`config.mk`:
```
export PLATFORM = sky130hd
export DESIGN_NAME = instr_fetch_ctrl
export DESIGN_NICKNAME = d
export VERILOG_FILES = /design/src/rtl/instr_fetch_ctrl.sv
export SDC_FILE = /design/constraint.sdc
export NUM_CORES = 1
export LEC_CHECK = 0
export CAP_MARGIN = 20
export CORE_UTILIZATION = 24
export CTS_CLUSTER_DIAMETER = 80
export CTS_CLUSTER_SIZE = 25
export DETAILED_ROUTE_END_ITERATION = 7
export PLACE_DENSITY = 0.47
export SYNTH_ARGS = -nofsm -noshare
export SYNTH_HDL_FRONTEND = slang
export SYNTH_SLANG_ARGS = --single-unit
```
`constraint.sdc`:
```
create_clock -name clk -period 3.11 [get_ports clk]
set_input_delay 0.933 -clock clk [delete_from_list [all_inputs] [get_ports clk]]
set_output_delay 0.933 -clock clk [all_outputs]
set_load 0.05 [all_outputs]
```
`src/rtl/instr_fetch_ctrl.sv`:
```
// Fetch sequencer: owns the PC, drives the async ROM and registers one word per fetch for decode.
// Latency: first word valid 2 edges after start/branch. Backpressure: instr_ready=0 holds the word and stops ROM reads.
module instr_fetch_ctrl #(
  parameter int ADDR_W    = 20,
  parameter int DATA_W    = 20,
  parameter int ROM_DEPTH = 7
) (
  input  logic              clk,
  input  logic              rst_n,
  input  logic              start,
  output logic [ADDR_W-1:0] rom_addr,
  output logic              rom_ce,
  output logic              rom_read_en,
  input  logic [DATA_W-1:0] rom_data,
  output logic [DATA_W-1:0] instr,
  output logic [ADDR_W-1:0] instr_pc,
  output logic              instr_valid,
  input  logic              instr_ready,
  input  logic              branch_valid,
  input  logic [ADDR_W-1:0] branch_target,
  input  logic              halt_req,
  output logic              halted,
  output logic              fault
);

  typedef enum logic [1:0] {IDLE, FETCH, VALID, HALTED} state_t;

  state_t            state_q;
  logic [ADDR_W-1:0] pc_q;
  logic [ADDR_W-1:0] pc_d;
  logic [DATA_W-1:0] instr_q;
  logic [ADDR_W-1:0] instr_pc_q;
  logic              instr_valid_q;
  logic              halted_q;
  logic              fault_q;
  logic              fetch_en;
  logic              target_ok;

  // A ROM read happens only when the word it returns will be captured at this edge.
  assign fetch_en    = ((state_q == FETCH) || ((state_q == VALID) && instr_ready))
                       && !branch_valid && !halt_req;
  assign target_ok   = branch_target < ADDR_W'(ROM_DEPTH);
  assign pc_d        = (pc_q == ADDR_W'(ROM_DEPTH - 1)) ? '0 : pc_q + ADDR_W'(1);

  assign rom_addr    = pc_q;
  assign rom_ce      = fetch_en;
  assign rom_read_en = fetch_en;
  assign instr       = instr_q;
  assign instr_pc    = instr_pc_q;
  assign instr_valid = instr_valid_q;
  assign halted      = halted_q;
  assign fault       = fault_q;

  always_ff @(posedge clk) begin
    if (!rst_n) begin
      state_q       <= IDLE;
      pc_q          <= '0;
      instr_q       <= '0;
      instr_pc_q    <= '0;
      instr_valid_q <= 1'b0;
      halted_q      <= 1'b0;
      fault_q       <= 1'b0;
    end else begin
      case (state_q)
        IDLE: begin
          if (start) state_q <= FETCH;
        end
        HALTED: begin
          if (start) begin
            state_q  <= FETCH;
            halted_q <= 1'b0;
            fault_q  <= 1'b0;
          end
        end
        FETCH, VALID: begin
          if (branch_valid) begin
            instr_valid_q <= 1'b0;
            if (target_ok) begin
              pc_q    <= branch_target;
              state_q <= FETCH;
            end else begin
              fault_q  <= 1'b1;
              halted_q <= 1'b1;
              state_q  <= HALTED;
            end
          end else if (halt_req) begin
            // A held word must still transfer before halting.
            if (state_q == FETCH || instr_ready) begin
              instr_valid_q <= 1'b0;
              halted_q      <= 1'b1;
              state_q       <= HALTED;
            end
          end else if (fetch_en) begin
            instr_q       <= rom_data;
            instr_pc_q    <= pc_q;
            instr_valid_q <= 1'b1;
            pc_q          <= pc_d;
            state_q       <= VALID;
          end
        end
        default: state_q <= IDLE;
      endcase
    end
  end

endmodule

```
==> reports/metrics.yaml, run 1 <==
rows: 41
status: "finished clean"
endpoint_kind: "output port"
cts_setup_buffers: 0
cts_max_path_buffers: 2
p_per_area_mw_per_mm2: 564
worstPathRequired_ns: 2.18
setup_viol: 0
place_congestion: 0.821
dp_hpwl_mm: 7.10
drv_slew: 0
fmax_mhz: 342
syn-cell-area_mm2: 0.00309
nets: 543
wire_per_inst_um: 14.8
syn_nets: 434
drive_gt1_share_pct: 9.46
crit_type: "input pin to output port"
cts_tree: "yes"
cts-resized-gates: 0
area_growth_pct: 53.3
clock_latency_ns: 0.33
root_buffer: "clkbuf_16"
antenna_cells: 0
tns_ns: 0
tightest_slew_ns: 0.619
ir_worst_vdd_mv: 0.238
top_level_ports: 111
antenna_left: 0
yosysTopAreaCellShare_pct: 42.1
p_leak_nw: 1.63
place_area_mm2: 0.00441
start_kind: "input pin"
clk_pin_slew_ns: 0.06
cts_hold_buffers: 0
io_buffers: 110
grt_pass1_vias: 2909
synthDistinctLibCells: 51
cts_buffers: 9
ys.flop_type: "dfxtp_1"
drt_iter0_drc: 161
synth_cells: 383
drv_cap: 0
hold_path_class: "flip-flop to flip-flop"
period_needed_ns: 2.93
fin_crit_sh_pct: 94.1
postRouteWirelength_mm: 9.91
synth_top_area_cell: "dfxtp_1"
syn_area_per_cell_um2: 8.06
hold_violations: 0
dr.pass1.iters: 4
ys_ff_latch: 65
via_per_inst: 4.75
dieArea_mm2: 0.0133
start_util_pct: 24.6
die_h_um: 115
drc_errors: 0
die_x_um: 115
grt_max_degree: 57
worst_ep_arrival_time_ns: 1.99
fin_worst_skew_ns: 0.00613
core_mm2: 0.0126
stdcell_area_mm2: 0.00473
yosysWarnings: 0
dr_total_vias: 3177
grt_pass1_wl_mm: 15.6
synth_edf_count: 0
htreeDepth: 3
synth_area_leaders: "dfxtp_1 (42%), nand2_1 (12%), a21boi_0 (11%)"
postSynth.asyncResetShare_pct: 0
track_usage_pct: 15.3
gr-total-overflow: 0
antenna_found_initial: 0
slew_headroom_pct: 58.4
cp_max_fo: 3
rsz0062_at_grt: "no"
cts_sinks: 65
synth_seq_area_share_pct: 42.1
## stage by stage
stage | power (W) | setup slack (ns) | std cells | utilization (%) | hold slack [ns]
2_1_floorplan | 0.00135 | 0.0158 | 383 | - | 0.499
3_3_place_gp | 0.00160 | 0.138 | 653 | 35.1 | 0.450
3_5_place_dp | 0.00160 | 0.0809 | 653 | 35.1 | 0.457
4_1_cts | 0.00271 | 0.170 | 669 | 37.7 | 0.465
5_1_grt | 0.00280 | 0.126 | 669 | 37.7 | 0.484
6_report | 0.00267 | 0.183 | 669 | 37.7 | 0.460
## final timing paths
kind	cells past startpoint	from	slack, ns	to
setup reg to reg	6	state_q[0]	0.67	rom_addr[3]
setup / recovery	4	instr_ready	0.18	rom_read_en
hold reg to reg	2	instr_pc[6]	0.46	instr_pc[6]
hold / removal	2	instr_pc[6]	0.46	instr_pc[6]
## cell type report
| cell class | instances | area (um^2) |
|---|---|---|
| Fill cell | 1321 | 7840 |
| Tap cell | 172 | 215 |
| Inverter | 9 | 33.8 |
| Sequential cell | 65 | 1300 |
| Clock buffer | 11 | 243 |
| Clock inverter | 5 | 78.8 |
| Multi-Input combinational cell | 280 | 1620 |
| Timing Repair Buffer | 127 | 1240 |
## power by group
| part | total [W] | switching (W) | internal [W] |
|---|---|---|---|
| combinational | 0.000648 | 0.000401 | 0.000248 |
| sequential | 0.000932 | 0.0000471 | 0.000885 |
| clock | 0.00109 | 0.000368 | 0.000722 |
| total | 0.00267 | 0.000816 | 0.00185 |
## per-layer routing
layer	global-route usage [%]	up-vias	routed length [um]
li1	-	1573	-
met1	21.3	1487	4680
met2	23.6	107	4480
met3	3.03	10	612
met4	5.02	0	138
met5	0	-	0
## synth_stat cells (3+ instances only)
| master | count |
|---|---|
| o22ai_1 | 4 |
| dfxtp_1 | 65 |
| nor2_1 | 13 |
| nand2_1 | 98 |
| buf_1 | 6 |
| clkbuf_1 | 13 |
| buf_6 | 3 |
| nor3_1 | 8 |
| nor4_1 | 7 |
| a21boi_0 | 44 |
| a31oi_1 | 10 |
| ha_1 | 5 |
| or4_1 | 4 |
| a21oi_1 | 18 |
| nand2b_1 | 3 |
| o21ai_0 | 10 |
| nand3_1 | 8 |
| a22oi_1 | 4 |
| nand4_1 | 6 |
| inv_1 | 9 |
## critical path: stages
cell and delay [ns]:
clkdlybuf4s50_1 0.50, a21oi_1 0.14, nor3_4 0.24, buf_12 0.18
## sequential cells by signal (all words and copies together) (netlist names)
name,cells
instr_pc,20
instr,20
instr_valid,1
state_q,2
rom_addr,20
fault,1
halted,1
## cell usage in the layout, fill, tap and decap left out, types with 4 or more instances in the layout
master,Yosys,routed
a22oi_1,4,4
dfxtp_1,65,65
clkdlybuf4s50_1,0,107
nor4_1,7,6
nand4_1,6,6
a21boi_0,44,44
a31oi_1,10,10
inv_1,9,9
nor2_1,13,13
buf_4,2,17
o21ai_0,10,10
ha_1,5,5
nor3_1,8,7
nand2_1,98,98
clkbuf_16,0,9
nand3_1,8,8
o22ai_1,4,4
a21oi_1,18,18
## kinds of logic (layout without fill, tap and decap cells)
logic type | Yosys count | count (layout) | share of synthesized area (%)
AO/OA/AOI/OAI | 110 | 110 | 24.4
multiplexers | 1 | 1 | 0.486
adder cells (fa/ha/maj) | 5 | 5 | 2.03
buffers and inverters | 38 | 152 | 6.08
flip-flops | 65 | 65 | 42.1
AND/OR/NAND/NOR | 164 | 164 | 24.8
(Power assumes the default switching activity.)
==> run 2, diff against run 1 <==
Settings changed: CORE_MARGIN set to 2.
==> run 2 against run 1 <==
Die area is 3.5% higher. Clock power hardly changed. Setup slack about the same. Register-to-register slack better by 0.09 ns. Worst hold slack gained 0.0014 ns. Sequential share of layout area is essentially flat. Clock-buffer cell count decreased by 1. Routed wire length shrank 0.79%. First-iteration DRC count rose by 28%. Combinational power fell by 1%. Via count fell by 1.8%. Critical path depth stayed put. Critical endpoint is now rom_ce. Largest cell class unchanged.
==> reports/metrics.yaml, run 2 (synthesis results as in run 1) <==
worstHoldStart: "instr_pc[13]"
setup_viol: 0  # unchanged
antenna_cells: 0  # unchanged
dp_hpwl_mm: 7.04  # -0.81%
status: "finished clean"
drv_slew: 0  # unchanged
fin_worst_skew_ns: 0.00838  # +0.00224 ns
core_mm2: 0.0126  # unchanged
met2_length_mm: 4.53  # +1.0%
mostFrequentLayoutCell: "clkdlybuf4s50_1"
clock_latency_ns: 0.33  # about the same
wire_per_inst_um: 14.7  # -0.49%
cts_hold_buffers: 0  # unchanged
track_usage_pct: 14.4  # -0.95 points
final_cell_mix: "clkdlybuf4s50_1 (107), nand2_1 (98), dfxtp_1 (65)"
cts_tree: "yes"
slew_headroom_pct: 56.6  # -1.8 points
crit_type: "input pin to output port"
htreeDepth: 3  # unchanged
fmax_mhz: 342  # about the same
gr-total-overflow: 0  # unchanged
cp_max_fo: 3  # unchanged
rows: 41  # unchanged
grt_pass1_vias: 2963  # +1.9%
grt_max_degree: 57  # unchanged
p_leak_nw: 1.62  # -0.59%
dieArea_mm2: 0.0138  # +3.5%
via_per_inst: 4.68  # -1.5%
hold_violations: 0  # unchanged
worstPathRequired_ns: 2.18  # about the same
io_buffers: 110  # unchanged
dr.pass1.iters: 4  # unchanged
nets: 541  # -0.37%
top_level_ports: 111  # unchanged
place_area_mm2: 0.00440  # -0.34%
rsz0062_at_grt: "no"
p_per_area_mw_per_mm2: 567  # +0.57%
root_buffer: "clkbuf_16"
start_util_pct: 24.6  # unchanged
antenna_found_initial: 0  # unchanged
drv_cap: 0  # unchanged
cts_setup_buffers: 0  # unchanged
drt_iter0_drc: 206  # +28%
endpoint_kind: "output port"
startpoint: "instr_ready"
place_congestion: 0.800  # -2.5%
dr.max_layer_used: "met4"
cts_sinks: 65  # unchanged
die_x_um: 117  # +1.7%
cts_buffers: 9  # unchanged
tns_ns: 0  # unchanged
fin_crit_sh_pct: 94.1  # about the same
dr_wl_met3_um: 528  # -14%
drive_gt1_share_pct: 9.29  # -0.16 points
postRouteWirelength_mm: 9.84  # -0.79%
area_growth_pct: 53.0
drc_errors: 0  # unchanged
clk_pin_slew_ns: 0.06  # about the same
hold_path_class: "flip-flop to flip-flop"
antenna_left: 0  # unchanged
worst_ep_arrival_time_ns: 1.99  # about the same
grt_pass1_wl_mm: 16.0  # +2.6%
dr_total_vias: 3121  # -1.8%
tightest_slew_ns: 0.645  # +0.0261 ns
met1Wirelength_mm: 4.72  # +0.88%
postLayoutSetupSlackWorst_ns: 0.183  # -0.000335 ns
ir_worst_vdd_mv: 0.297  # +25%
start_kind: "input pin"
cts-resized-gates: 0  # unchanged
place_ws_ns: 0.0729  # -0.00797 ns
cts_max_path_buffers: 2  # unchanged
timing.rr.start: "state_q[0]"
period_needed_ns: 2.93  # +0.000335 ns
stdcell_area_mm2: 0.00473  # -0.16%
die_h_um: 117  # +1.7%
run 2: cell count changes in the layout (fill, tap and decap cells not counted):
cell,delta
clkinvlp_4,+1
clkbuf_1,-1
clkinv_2,-1
inv_6,+1
buf_4,-2
run 2: path summary, 6_finish.rpt:
| kind | depth (start not counted) | to | slack (ns) |
|---|---|---|---|
| max | 4 | rom_ce | 0.18 |
| min | 2 | instr_pc[13] | 0.46 |
| max reg2reg | 6 | rom_addr[3] | 0.76 |
| min reg2reg | 2 | instr_pc[13] | 0.46 |
run 2: area by class of cell:
class,instances,area [um^2]
tap,172,215
clock inverter,6,90.1
clock buffer,10,239
inverter,9,33.8
fill,1299,7840
sequential,65,1300
timing repair buffer,125,1230
multi-input combinational,280,1620
run 2: power by group:
part,switching (W),internal (W)
Combinational,0.000395,0.000244
Clock,0.000385,0.000726
Sequential,0.0000460,0.000885
run 2: per-layer routing:
metal	vias up	global-route usage (%)
met5	-	0
met4	0	4.37
met3	6	3.16
met2	101	22.0
met1	1445	20.2
li1	1569	-
run 2: worst max-delay path, cell delays in order:
cell             delay (ns)
clkdlybuf4s50_1        0.49
a21oi_1                0.14
nor3_4                 0.25
buf_12                 0.18
run 2: through the flow:
step | std cells | utilization, % | total power, W | hold slack, ns
after floorplan | 383 | - | 0.00135 | 0.499
after global placement | 651 | 35.0 | 0.00159 | 0.451
after detailed placement | 651 | 35.0 | 0.00159 | 0.457
after CTS | 667 | 37.6 | 0.00272 | 0.465
after global routing | 667 | 37.6 | 0.00280 | 0.480
final | 667 | 37.6 | 0.00268 | 0.461
==> run 3, diff against run 2 <==
Settings changed: CORE_ASPECT_RATIO set to 1.4.
==> run 3 against run 2 <==
Sequential cell count unchanged. Worst hold slack gained 0.0012 ns. Via count grew 1.3%. Register-to-register slack worse by 0.05 ns. Clock power hardly changed. Sequential power barely moved. Clock skew is 0.0014 ns lower. Power grew 0.33%. Final cell count decreased by 1.9%. Sequential share of layout area down 0.20 points. Critical endpoint is now rom_read_en.
==> reports/metrics.yaml, run 3 (synthesis results as in run 1) <==
worst_ep_arrival_time_ns: 1.98  # about the same
start_kind: "input pin"
place_congestion: 0.827  # +3.4%
grtUsageMet1_pct: 17.3  # -2.9 points
slew_headroom_pct: 60.9  # +4.3 points
ir_worst_vdd_mv: 0.313  # +5.4%
mostFrequentLayoutCell: "clkdlybuf4s50_1"
tns_ns: 0  # unchanged
path_cells: "clkdlybuf4s50_1 -> a21oi_1 -> nor3_4 -> buf_12"
die_x_um: 99.9  # -15%
cp_max_fo: 3  # unchanged
cts_tree: "yes"
fmax_mhz: 343  # +0.50%
drv_cap: 0  # unchanged
top_level_ports: 111  # unchanged
period_needed_ns: 2.91  # -0.0145 ns
status: "finished clean"
hold_path_class: "flip-flop to flip-flop"
dr.pass1.iters: 4  # unchanged
place_ws_ns: 0.114  # +0.0408 ns
cts_hold_buffers: 0  # unchanged
nets: 547  # +1.1%
r2r-end: "rom_addr[3]"
worstPathRequired_ns: 2.18  # about the same
multi_input_area_mm2: 0.00162  # unchanged
dr_total_vias: 3163  # +1.3%
drive_gt1_share_pct: 10.4  # +1.1 points
drv_slew: 0  # unchanged
fillers: 1324  # +1.9%
endpoint: "rom_read_en"
tightest_slew_ns: 0.581  # -0.0640 ns
busiest_layer: "met2"
final-seq-area_mm2: 0.00130  # unchanged
area_growth_pct: 54.1
timing.rr.start: "state_q[0]"
cts_buffers: 9  # unchanged
cts_setup_buffers: 0  # unchanged
antenna_found_initial: 0  # unchanged
startpoint: "instr_ready"
crit_type: "input pin to output port"
rsz0062_at_grt: "no"
drc_errors: 0  # unchanged
core_mm2: 0.0127  # +0.98%
fin_crit_sh_pct: 93.7  # -0.46 points
grt_use_met2_pct: 25.5  # +3.5 points
cts_max_path_buffers: 2  # unchanged
cts_sinks: 65  # unchanged
critPathMaxStageDelay_ns: 0.49  # about the same
postLayoutSetupSlackWorst_ns: 0.197  # +0.0145 ns
antenna_cells: 0  # unchanged
grt_pass1_vias: 3052  # +3.0%
grt_util_met3_pct: 2.93  # -0.23 points
final_cell_mix: "clkdlybuf4s50_1 (107), nand2_1 (98), dfxtp_1 (65)"
postRouteWirelength_mm: 10.1  # +3.0%
hold_violations: 0  # unchanged
dp_hpwl_mm: 7.41  # +5.2%
start_util_pct: 24.3  # -0.24 points
htreeDepth: 3  # unchanged
p_leak_nw: 1.66  # +2.5%
wire_per_inst_um: 15.5  # +5.0%
endpoint_kind: "output port"
cpMaxStageDelayCell: "clkdlybuf4s50_1"
setup_viol: 0  # unchanged
r2r.worst_path.cells: 6  # unchanged
p_per_area_mw_per_mm2: 565  # -0.38%
dieArea_mm2: 0.0138  # about the same
grt_max_degree: 57  # unchanged
gr-total-overflow: 0  # unchanged
cts-resized-gates: 0  # unchanged
fin_worst_skew_ns: 0.00701  # -0.00137 ns
clock_latency_ns: 0.33  # about the same
drt_iter0_drc: 178  # -14%
rows: 49  # +20%
track_usage_pct: 14.5  # +0.15 points
rrSetupSlack_ns: 0.71  # -0.05 ns
clk_pin_slew_ns: 0.06  # about the same
grt_pass1_wl_mm: 15.9  # -1.2%
die_h_um: 138  # +18%
via_per_inst: 4.84  # +3.4%
antenna_left: 0  # unchanged
root_buffer: "clkbuf_16"
io_buffers: 110  # unchanged
[run 3: cell count changes in the layout (fill, tap and decap cells not counted), sizes merged]
cell and delta:
clkinv +2, buf +6, clkbuf -1, clkinvlp -1
[run 3: worst max-delay path: cells and delay by family]
family | cells | cell delay [ns]
AO/OA/AOI/OAI | 1 | 0.13
AND/OR/NAND/NOR | 1 | 0.25
buffers and inverters | 2 | 0.67
[run 3: final cells by class]
| type | instances | area share [%] |
|---|---|---|
| clock buffer | 9 | 4.73 |
| clock inverter | 7 | 2.18 |
| inverter | 9 | 0.710 |
| multi-input combinational | 280 | 34.0 |
| sequential | 65 | 27.3 |
| tap | 153 | 4.02 |
| timing repair buffer | 131 | 27.0 |
[run 3: routing by layer]
| metal | up-vias | routed length (um) |
|---|---|---|
| li1 | 1584 | - |
| met2 | 93 | 5250 |
| met1 | 1475 | 4220 |
| met3 | 11 | 468 |
| met5 | - | 0 |
| met4 | 0 | 191 |
[run 3: worst min path at each step]
stage	start	end	cells past startpoint
3_5_place_dp	instr[10]	instr[10]	2
4_1_cts	instr[10]	instr[10]	2
5_1_grt	instr[10]	instr[10]	2
6_report	instr[10]	instr[10]	2
3_3_place_gp	instr[14]	instr[14]	2
2_1_floorplan	state_q[0]	state_q[0]	2
[run 3: power breakdown]
part	switching (W)	internal [W]
clock network	0.000398	0.000709
logic	0.000403	0.000250
registers	0.0000447	0.000885
total	0.000846	0.00184
[run 3: through the flow]
step,utilization (%),instances,instance area [um^2],hold slack (ns),power [W]
floorplan,-,383,3100,0.499,0.00135
detailed placement,34.9,638,4430,0.458,0.00160
global route,37.5,654,4760,0.488,0.00280
CTS,37.5,654,4760,0.467,0.00273
finish,37.5,654,4760,0.462,0.00269
global placement,34.9,638,4430,0.449,0.00160
